--- config.mk ---
export PLATFORM = sky130hd
export DESIGN_NAME = rr_request_arbiter_flat
export DESIGN_NICKNAME = d
export VERILOG_FILES = /design/src/rtl/rr_request_arbiter_if.sv /design/src/rtl/rr_request_arbiter.sv /design/src/flat_wrapper.sv
export SDC_FILE = /design/constraint.sdc
export NUM_CORES = 1
export LEC_CHECK = 0
export CAP_MARGIN = 20
export CORE_AREA = 2 2 129 131
export CTS_CLUSTER_DIAMETER = 100
export CTS_CLUSTER_SIZE = 12
export DETAILED_ROUTE_END_ITERATION = 10
export DIE_AREA = 0 0 131 133
export MAX_ROUTING_LAYER = met4
export PLACE_DENSITY = 0.69
export SLEW_MARGIN = 20
export SYNTH_ARGS = -nofsm -noshare
export SYNTH_HDL_FRONTEND = slang
export SYNTH_SLANG_ARGS = --single-unit
--- constraint.sdc ---
create_clock -name clk_in -period 3.9 [get_ports clk_in]
set_input_delay 0.78 -clock clk_in [delete_from_list [all_inputs] [get_ports clk_in]]
set_output_delay 0.78 -clock clk_in [all_outputs]
set_load 0.01 [all_outputs]
--- src/rtl/rr_request_arbiter_if.sv ---
// ---------------------------------------------------------------------------
// rr_request_arbiter_if
// Bundles the upstream FIFO-facing signals and the downstream valid/ack
// stream of the round-robin request arbiter.
//
// Signals:
//   request_flatted_in        N*W   entry slices from the upstream FIFOs
//   request_valid_flatted_in  N     per-FIFO valid
//   issue_ack_out             N     per-FIFO one-cycle capture pulse
//   request_out               W     buffered entry
//   request_valid_out         1     buffer holds a valid entry
//   grant_id_out              LOG2  source index of the buffered entry
//   issue_ack_in              1     downstream accept pulse
//
// Modports:
//   slave  - arbiter side
//   master - side that drives the FIFO data and consumes the output stream
// ---------------------------------------------------------------------------
interface rr_request_arbiter_if #(
    parameter int NUM_REQUESTERS             = 4,
    parameter int NUM_REQUESTERS_LOG2        = 2,
    parameter int SINGLE_ENTRY_WIDTH_IN_BITS = 64
);
    logic [NUM_REQUESTERS*SINGLE_ENTRY_WIDTH_IN_BITS-1:0] request_flatted_in;
    logic [NUM_REQUESTERS-1:0]                            request_valid_flatted_in;
    logic [NUM_REQUESTERS-1:0]                            issue_ack_out;
    logic [SINGLE_ENTRY_WIDTH_IN_BITS-1:0]                request_out;
    logic                                                 request_valid_out;
    logic [NUM_REQUESTERS_LOG2-1:0]                       grant_id_out;
    logic                                                 issue_ack_in;

    modport slave (
        input  request_flatted_in,
        input  request_valid_flatted_in,
        output issue_ack_out,
        output request_out,
        output request_valid_out,
        output grant_id_out,
        input  issue_ack_in
    );

    modport master (
        output request_flatted_in,
        output request_valid_flatted_in,
        input  issue_ack_out,
        input  request_out,
        input  request_valid_out,
        input  grant_id_out,
        output issue_ack_in
    );
endinterface

--- src/rtl/rr_request_arbiter.sv ---
// ---------------------------------------------------------------------------
// rr_request_arbiter
// Round-robin arbiter that drains several upstream FIFOs into a single
// valid/ack output stream through a one-entry output buffer, so the output
// valid is always a register and never follows upstream valid directly.
//
// Ports:
//   clk_in    - single clock, all state updates on posedge
//   reset_in  - synchronous, active-high reset
//   arb_bus   - rr_request_arbiter_if.slave: FIFO entries/valids in,
//               per-FIFO ack pulses out, buffered entry/valid/grant id out,
//               downstream ack in
// ---------------------------------------------------------------------------
module rr_request_arbiter #(
    parameter int NUM_REQUESTERS             = 4,
    parameter int NUM_REQUESTERS_LOG2        = 2,
    parameter int SINGLE_ENTRY_WIDTH_IN_BITS = 64
) (
    input logic                 clk_in,
    input logic                 reset_in,
    rr_request_arbiter_if.slave arb_bus
);
    localparam int N = NUM_REQUESTERS;
    localparam int L = NUM_REQUESTERS_LOG2;
    localparam int W = SINGLE_ENTRY_WIDTH_IN_BITS;

    typedef enum logic {
        EMPTY = 1'b0,
        FULL  = 1'b1
    } state_t;

    state_t         state_q, state_d;
    logic [W-1:0]   request_q, request_d;
    logic [L-1:0]   grant_id_q, grant_id_d;
    logic [N-1:0]   ack_q, ack_d;
    logic [L-1:0]   last_grant_q, last_grant_d;

    logic [N-1:0]   eligible;
    logic           grant_found;
    logic [L-1:0]   grant_idx;
    logic [L-1:0]   candidate;
    logic           capture;

    // A source acked last cycle still shows its old entry this cycle, so it
    // is masked for one cycle to avoid capturing the same entry twice.
    assign eligible = arb_bus.request_valid_flatted_in & ~ack_q;

    // Scan from last_grant+1 upward; the L-bit add wraps naturally, and the
    // final step (k = N) revisits last_grant itself as lowest priority.
    always_comb begin : grant_select
        grant_found = 1'b0;
        grant_idx   = '0;
        candidate   = '0;
        for (int k = 1; k <= N; k++) begin
            candidate = last_grant_q + L'(k);
            if (!grant_found && eligible[candidate]) begin
                grant_found = 1'b1;
                grant_idx   = candidate;
            end
        end
    end

    // The buffer can take a new entry when empty, or when full and being
    // drained downstream in the same cycle (back-to-back).
    always_comb begin : next_state_logic
        state_d      = state_q;
        request_d    = request_q;
        grant_id_d   = grant_id_q;
        ack_d        = '0;
        last_grant_d = last_grant_q;
        capture      = 1'b0;

        case (state_q)
            EMPTY: begin
                capture = grant_found;
            end
            FULL: begin
                if (arb_bus.issue_ack_in) begin
                    capture = grant_found;
                    if (!grant_found) begin
                        state_d = EMPTY;
                    end
                end
            end
        endcase

        if (capture) begin
            state_d          = FULL;
            request_d        = arb_bus.request_flatted_in[W*int'(grant_idx) +: W];
            grant_id_d       = grant_idx;
            ack_d[grant_idx] = 1'b1;
            last_grant_d     = grant_idx;
        end
    end

    // Pointer resets to N-1 so that requester 0 wins the first arbitration.
    always_ff @(posedge clk_in) begin : state_register
        if (reset_in) begin
            state_q      <= EMPTY;
            request_q    <= '0;
            grant_id_q   <= '0;
            ack_q        <= '0;
            last_grant_q <= L'(N - 1);
        end else begin
            state_q      <= state_d;
            request_q    <= request_d;
            grant_id_q   <= grant_id_d;
            ack_q        <= ack_d;
            last_grant_q <= last_grant_d;
        end
    end

    assign arb_bus.request_out       = request_q;
    assign arb_bus.request_valid_out = (state_q == FULL);
    assign arb_bus.grant_id_out      = grant_id_q;
    assign arb_bus.issue_ack_out     = ack_q;
endmodule

--- src/flat_wrapper.sv ---
// flat-port wrapper written by rule: the top's interface ports become plain ports
module rr_request_arbiter_flat 
#(
    parameter int NUM_REQUESTERS             = 4,
    parameter int NUM_REQUESTERS_LOG2        = 2,
    parameter int SINGLE_ENTRY_WIDTH_IN_BITS = 64
)
  (clk_in, reset_in, arb_bus_request_flatted_in, arb_bus_request_valid_flatted_in, arb_bus_issue_ack_out, arb_bus_request_out, arb_bus_request_valid_out, arb_bus_grant_id_out, arb_bus_issue_ack_in);
  rr_request_arbiter_if #(.NUM_REQUESTERS(NUM_REQUESTERS), .NUM_REQUESTERS_LOG2(NUM_REQUESTERS_LOG2), .SINGLE_ENTRY_WIDTH_IN_BITS(SINGLE_ENTRY_WIDTH_IN_BITS)) arb_bus_i ();
  input logic clk_in;
  input logic reset_in;
  input wire logic [$bits(arb_bus_i.request_flatted_in)-1:0] arb_bus_request_flatted_in;
  input wire logic [$bits(arb_bus_i.request_valid_flatted_in)-1:0] arb_bus_request_valid_flatted_in;
  output wire logic [$bits(arb_bus_i.issue_ack_out)-1:0] arb_bus_issue_ack_out;
  output wire logic [$bits(arb_bus_i.request_out)-1:0] arb_bus_request_out;
  output wire logic [$bits(arb_bus_i.request_valid_out)-1:0] arb_bus_request_valid_out;
  output wire logic [$bits(arb_bus_i.grant_id_out)-1:0] arb_bus_grant_id_out;
  input wire logic [$bits(arb_bus_i.issue_ack_in)-1:0] arb_bus_issue_ack_in;
  assign arb_bus_i.request_flatted_in = arb_bus_request_flatted_in;
  assign arb_bus_i.request_valid_flatted_in = arb_bus_request_valid_flatted_in;
  assign arb_bus_issue_ack_out = arb_bus_i.issue_ack_out;
  assign arb_bus_request_out = arb_bus_i.request_out;
  assign arb_bus_request_valid_out = arb_bus_i.request_valid_out;
  assign arb_bus_grant_id_out = arb_bus_i.grant_id_out;
  assign arb_bus_i.issue_ack_in = arb_bus_issue_ack_in;
  rr_request_arbiter #(.NUM_REQUESTERS(NUM_REQUESTERS), .NUM_REQUESTERS_LOG2(NUM_REQUESTERS_LOG2), .SINGLE_ENTRY_WIDTH_IN_BITS(SINGLE_ENTRY_WIDTH_IN_BITS)) u_core (.clk_in(clk_in), .reset_in(reset_in), .arb_bus(arb_bus_i));
endmodule
==> results.txt <==
----------------------------------------------------
[Floorplanning]
  Die Area ... 0.0174 mm^2
  Die Height ... 133 um
  Number of top-level pins ... 334
  Placeable core region ... 0.0162 mm^2
  Starting Density ... 25.9%
  Die span in x ... 131 um
  Placement row count ... 47

[Synth]
  Combined area of all synthesized cells ... 0.00420 mm^2
  Top cell type's share of synthesized area ... 34.8%
  Synth Warn # ... 0
  Gate count of the mapped netlist ... 406
  Average cell area after synthesis ... 10.3 um^2
  Count of different cell masters after synthesis ... 34
  Post-synthesis sequential element count ... 73
  Cell accounting for the most synthesized area ... sky130_fd_sc_hd__dfxtp_1
  Cell types occupying the most area after synthesis ... sky130_fd_sc_hd__dfxtp_1, sky130_fd_sc_hd__mux2i_1, sky130_fd_sc_hd__o221ai_1, sky130_fd_sc_hd__nand2_1, sky130_fd_sc_hd__a221oi_2
  Post-Synthesis Net Count ... 669
  Sequential share of the synthesized area ... 34.8%

[GRT]
  Global-route wire length before repair ... 24900 um
  Vias in the first global route ... 4752
  Global-route usage over all layers ... 19.0%
  Largest net degree at the start of global routing ... 82
  Remaining Overflow, GRT ... 0
  Antenna violations before repair ... 0

[Power]
  Power density cells ... 396 mW/mm^2
  Share of total power consumed by net switching ... 30.5%
  Power spent charging and discharging nets ... 0.959 mW
  Post-layout power ... 3.14 mW
  Worst voltage drop across the vdd grid ... 0.000182 V
  Static leakage ... 3.25 nW
  Internal power summed over all cells ... 2.18 mW
  Comb power frac ... 42.7%
  Relative contribution of the clock network to total power ... 26.6%
  Flop pwr share ... 30.7%

[Worst setup path]
  CP startpoint kind ... primary input
  CP delay by family, top ... buffers and inverters
  CP Buf/Inv Count ... 2
  Largest fanout on the critical path ... 81
  WP data arrival ... 3.04 ns
  Largest stage delay on the critical path ... 0.49 ns
  Type of destination of the critical path ... flip-flop
  Worst Setup Path Type ... in2reg
  Cell chain of the critical path ... clkdlybuf4s50_1, or3b_4, o211a_1, o21ai_4, buf_12, mux2i_1, o221ai_1
  CP max stage cell ... sky130_fd_sc_hd__clkdlybuf4s50_1
  Required time of the critical path ... 4.10 ns

[Timing]
  Final Cycle Share ... 72.9%
  Final number of hold-violating endpoints ... 0
  Number of failing setup endpoints in the final timing report ... 0
  Final-report max-slew violation count ... 0
  RSZ-0062 raised after global routing ... false
  Remaining max-slew budget at the tightest pin ... 51.0%
  Maximum achievable frequency ... 352 MHz
  Sum Neg Setup Slack ... 0 ns
  Slew at the pin with the worst max-slew slack ... 0.735 ns
  Post-Route Skew ... 0.00436 ns
  Final worst path period need ... 2.84 ns

[Layout]
  Antenna diodes ... 0
  Number of nets in the final layout ... 986
  Final cell count without fillers ... 947
  Area Growth Syn to Fin ... 89.3%
  Share of layout cells above drive strength 1 ... 5.23%

[Drt]
  DR iter-0 viols ... 212
  Total met2 wirelength after detailed routing ... 8690 um
  Final routed wirelength across all metal layers ... 16500 um
  DR pass1 iterations ... 4
  DRC violation count after routing ... 0
  Top layer used by detailed routing ... met4
  Via density per instance ... 4.83
  Routed met1 length ... 6270 um
  Total via count after detailed routing ... 4570
  Met3 wire len ... 1100 um
  Post-DRT Antenna Nets ... 0
  Wirelength per Cell ... 17.4 um

[Placed design]
  Final weighted congestion of routability-driven global placement ... 0.864
  IO Port Bufs ... 333
  Cell Count Post-Placement ... 932
  Hpwl dp ... 13000 um

[CTS]
  Post-CTS setup repair buffer count ... 0
  Cts bufs inserted ... 9
  Clock tree sinks ... 73
  Clock-pin transition on the worst setup and hold timing paths ... 0.06 ns
  Clock buffer depth ... 2
  Hold-fix buffer count after cts ... 0
  Depth of the CTS H-tree ... 3
  Master cell of the clock root buffer ... sky130_fd_sc_hd__clkbuf_16
  Worst skew pair latency ... 0.33 ns
  TritonCTS clock tree ... done
  Post-cts resize count ... 0

[Job]
  Max-cap violations ... 0

[Min path]
  Type of the worst min-delay path ... reg2reg

[Outcome]
  Result of the run ... finished clean

----------------------------------------------------
==> synth_stat cells (all sizes together) <==
master    n
o22ai     1
mux2i   128
o21bai   11
dfxtp    73
and2      2
a22oi     2
a221oi   12
or3b      1
inv       1
a221o     1
a41oi     1
nor2      7
o211ai    1
buf      18
o2111a    1
nand2b    5
nor2b     4
o21ai     1
a211o     1
or3       1
a21o      1
clkbuf   17
o211a     2
a31oi     1
a21oi     1
o221ai   53
nand2    57
and3      2
==> placed cells by master (no fill, tap or decap), types with 2 or more instances in the layout <==
master and instances:
sky130_fd_sc_hd__nand2_1 55, sky130_fd_sc_hd__dfxtp_1 73, sky130_fd_sc_hd__nor2b_1 4, sky130_fd_sc_hd__clkdlybuf4s50_1 333, sky130_fd_sc_hd__nand2_2 2, sky130_fd_sc_hd__clkbuf_16 9, sky130_fd_sc_hd__and2_1 2, sky130_fd_sc_hd__o221ai_1 53
sky130_fd_sc_hd__o211a_1 2, sky130_fd_sc_hd__nor2_1 6, sky130_fd_sc_hd__buf_4 5, sky130_fd_sc_hd__o21bai_1 11, sky130_fd_sc_hd__and3_1 2, sky130_fd_sc_hd__a22oi_1 2, sky130_fd_sc_hd__clkbuf_8 2, sky130_fd_sc_hd__nand2b_1 5
sky130_fd_sc_hd__mux2i_1 128, sky130_fd_sc_hd__buf_12 3, sky130_fd_sc_hd__a221oi_2 11, sky130_fd_sc_hd__clkinv_2 2
==> worst paths after layout <==
path	start	endpoint	slack [ns]	cells after the start
worst min register to register	u_core.arb_bus.request_out[58]	u_core.arb_bus.request_out[58]	0.46	2
worst max register to register	u_core.last_grant_q[0]	u_core.arb_bus.request_out[13]	1.64	6
worst min-delay path	u_core.arb_bus.request_out[58]	u_core.arb_bus.request_out[58]	0.46	2
worst max-delay path	arb_bus_request_valid_flatted_in[3]	u_core.arb_bus.request_out[13]	1.06	7
==> area by class of cell <==
cell class	count	area, um^2
inverters	1	3.75
flip-flops and latches	73	1460
clock buffers	12	256
well taps	220	275
repair buffers	341	3430
fillers	1491	8230
clock inverters	3	40.0
multi-input cells	297	2480
==> logic make-up (layout without fill, tap and decap cells) <==
| kind of cell | count (synthesis) | count (layout) | share of synthesized area [%] |
|---|---|---|---|
| flops | 73 | 73 | 34.8 |
| compound gates | 90 | 90 | 19.8 |
| mux | 128 | 128 | 30.5 |
| buf+inv | 36 | 357 | 6.74 |
| simple gates | 79 | 79 | 8.08 |
==> layer usage <==
| layer | GRT usage (%) | vias up |
|---|---|---|
| met5 | - | - |
| met4 | 7.09 | 0 |
| met3 | 3.44 | 27 |
| met2 | 34.0 | 207 |
| met1 | 20.6 | 2129 |
| li1 | - | 2207 |
==> state kept, by name, summed over array words and instances (netlist names) <==
| name | count |
|---|---|
| u_core.last_grant_q | 2 |
| u_core.arb_bus.request_valid_out | 1 |
| u_core.arb_bus.request_out | 64 |
| u_core.arb_bus.grant_id_out | 2 |
| u_core.arb_bus.issue_ack_out | 4 |
==> per-stage QoR <==
stage	worst slack, ns	area, um^2	utilization (%)	hold slack, ns
floorplan	1.65	4200	-	0.495
global placement	0.797	7650	47.3	0.444
detailed placement	0.748	7650	47.3	0.450
CTS	1.09	7940	49.1	0.461
global route	0.984	7940	49.1	0.493
finish	1.06	7940	49.1	0.460
==> power groups by stage <==
stage / logic, mW / clock network (mW) / registers, mW
2_1_floorplan: 0.689 / 0 / 1.03
3_3_place_gp: 1.33 / 0 / 0.972
3_5_place_dp: 1.36 / 0 / 0.977
4_1_cts: 1.36 / 0.863 / 0.965
5_1_grt: 1.44 / 0.894 / 0.982
6_report: 1.34 / 0.835 / 0.965
==> tightest hold or removal path, delay by kind of cell (launching register included) <==
kind / cells / cell delay [ns]
AND/OR/NAND/NOR: 1 / 0.05
AO/OA/AOI/OAI: 1 / 0.05
flip-flops: 1 / 0.32
Power figures use the tool's default switching activity.
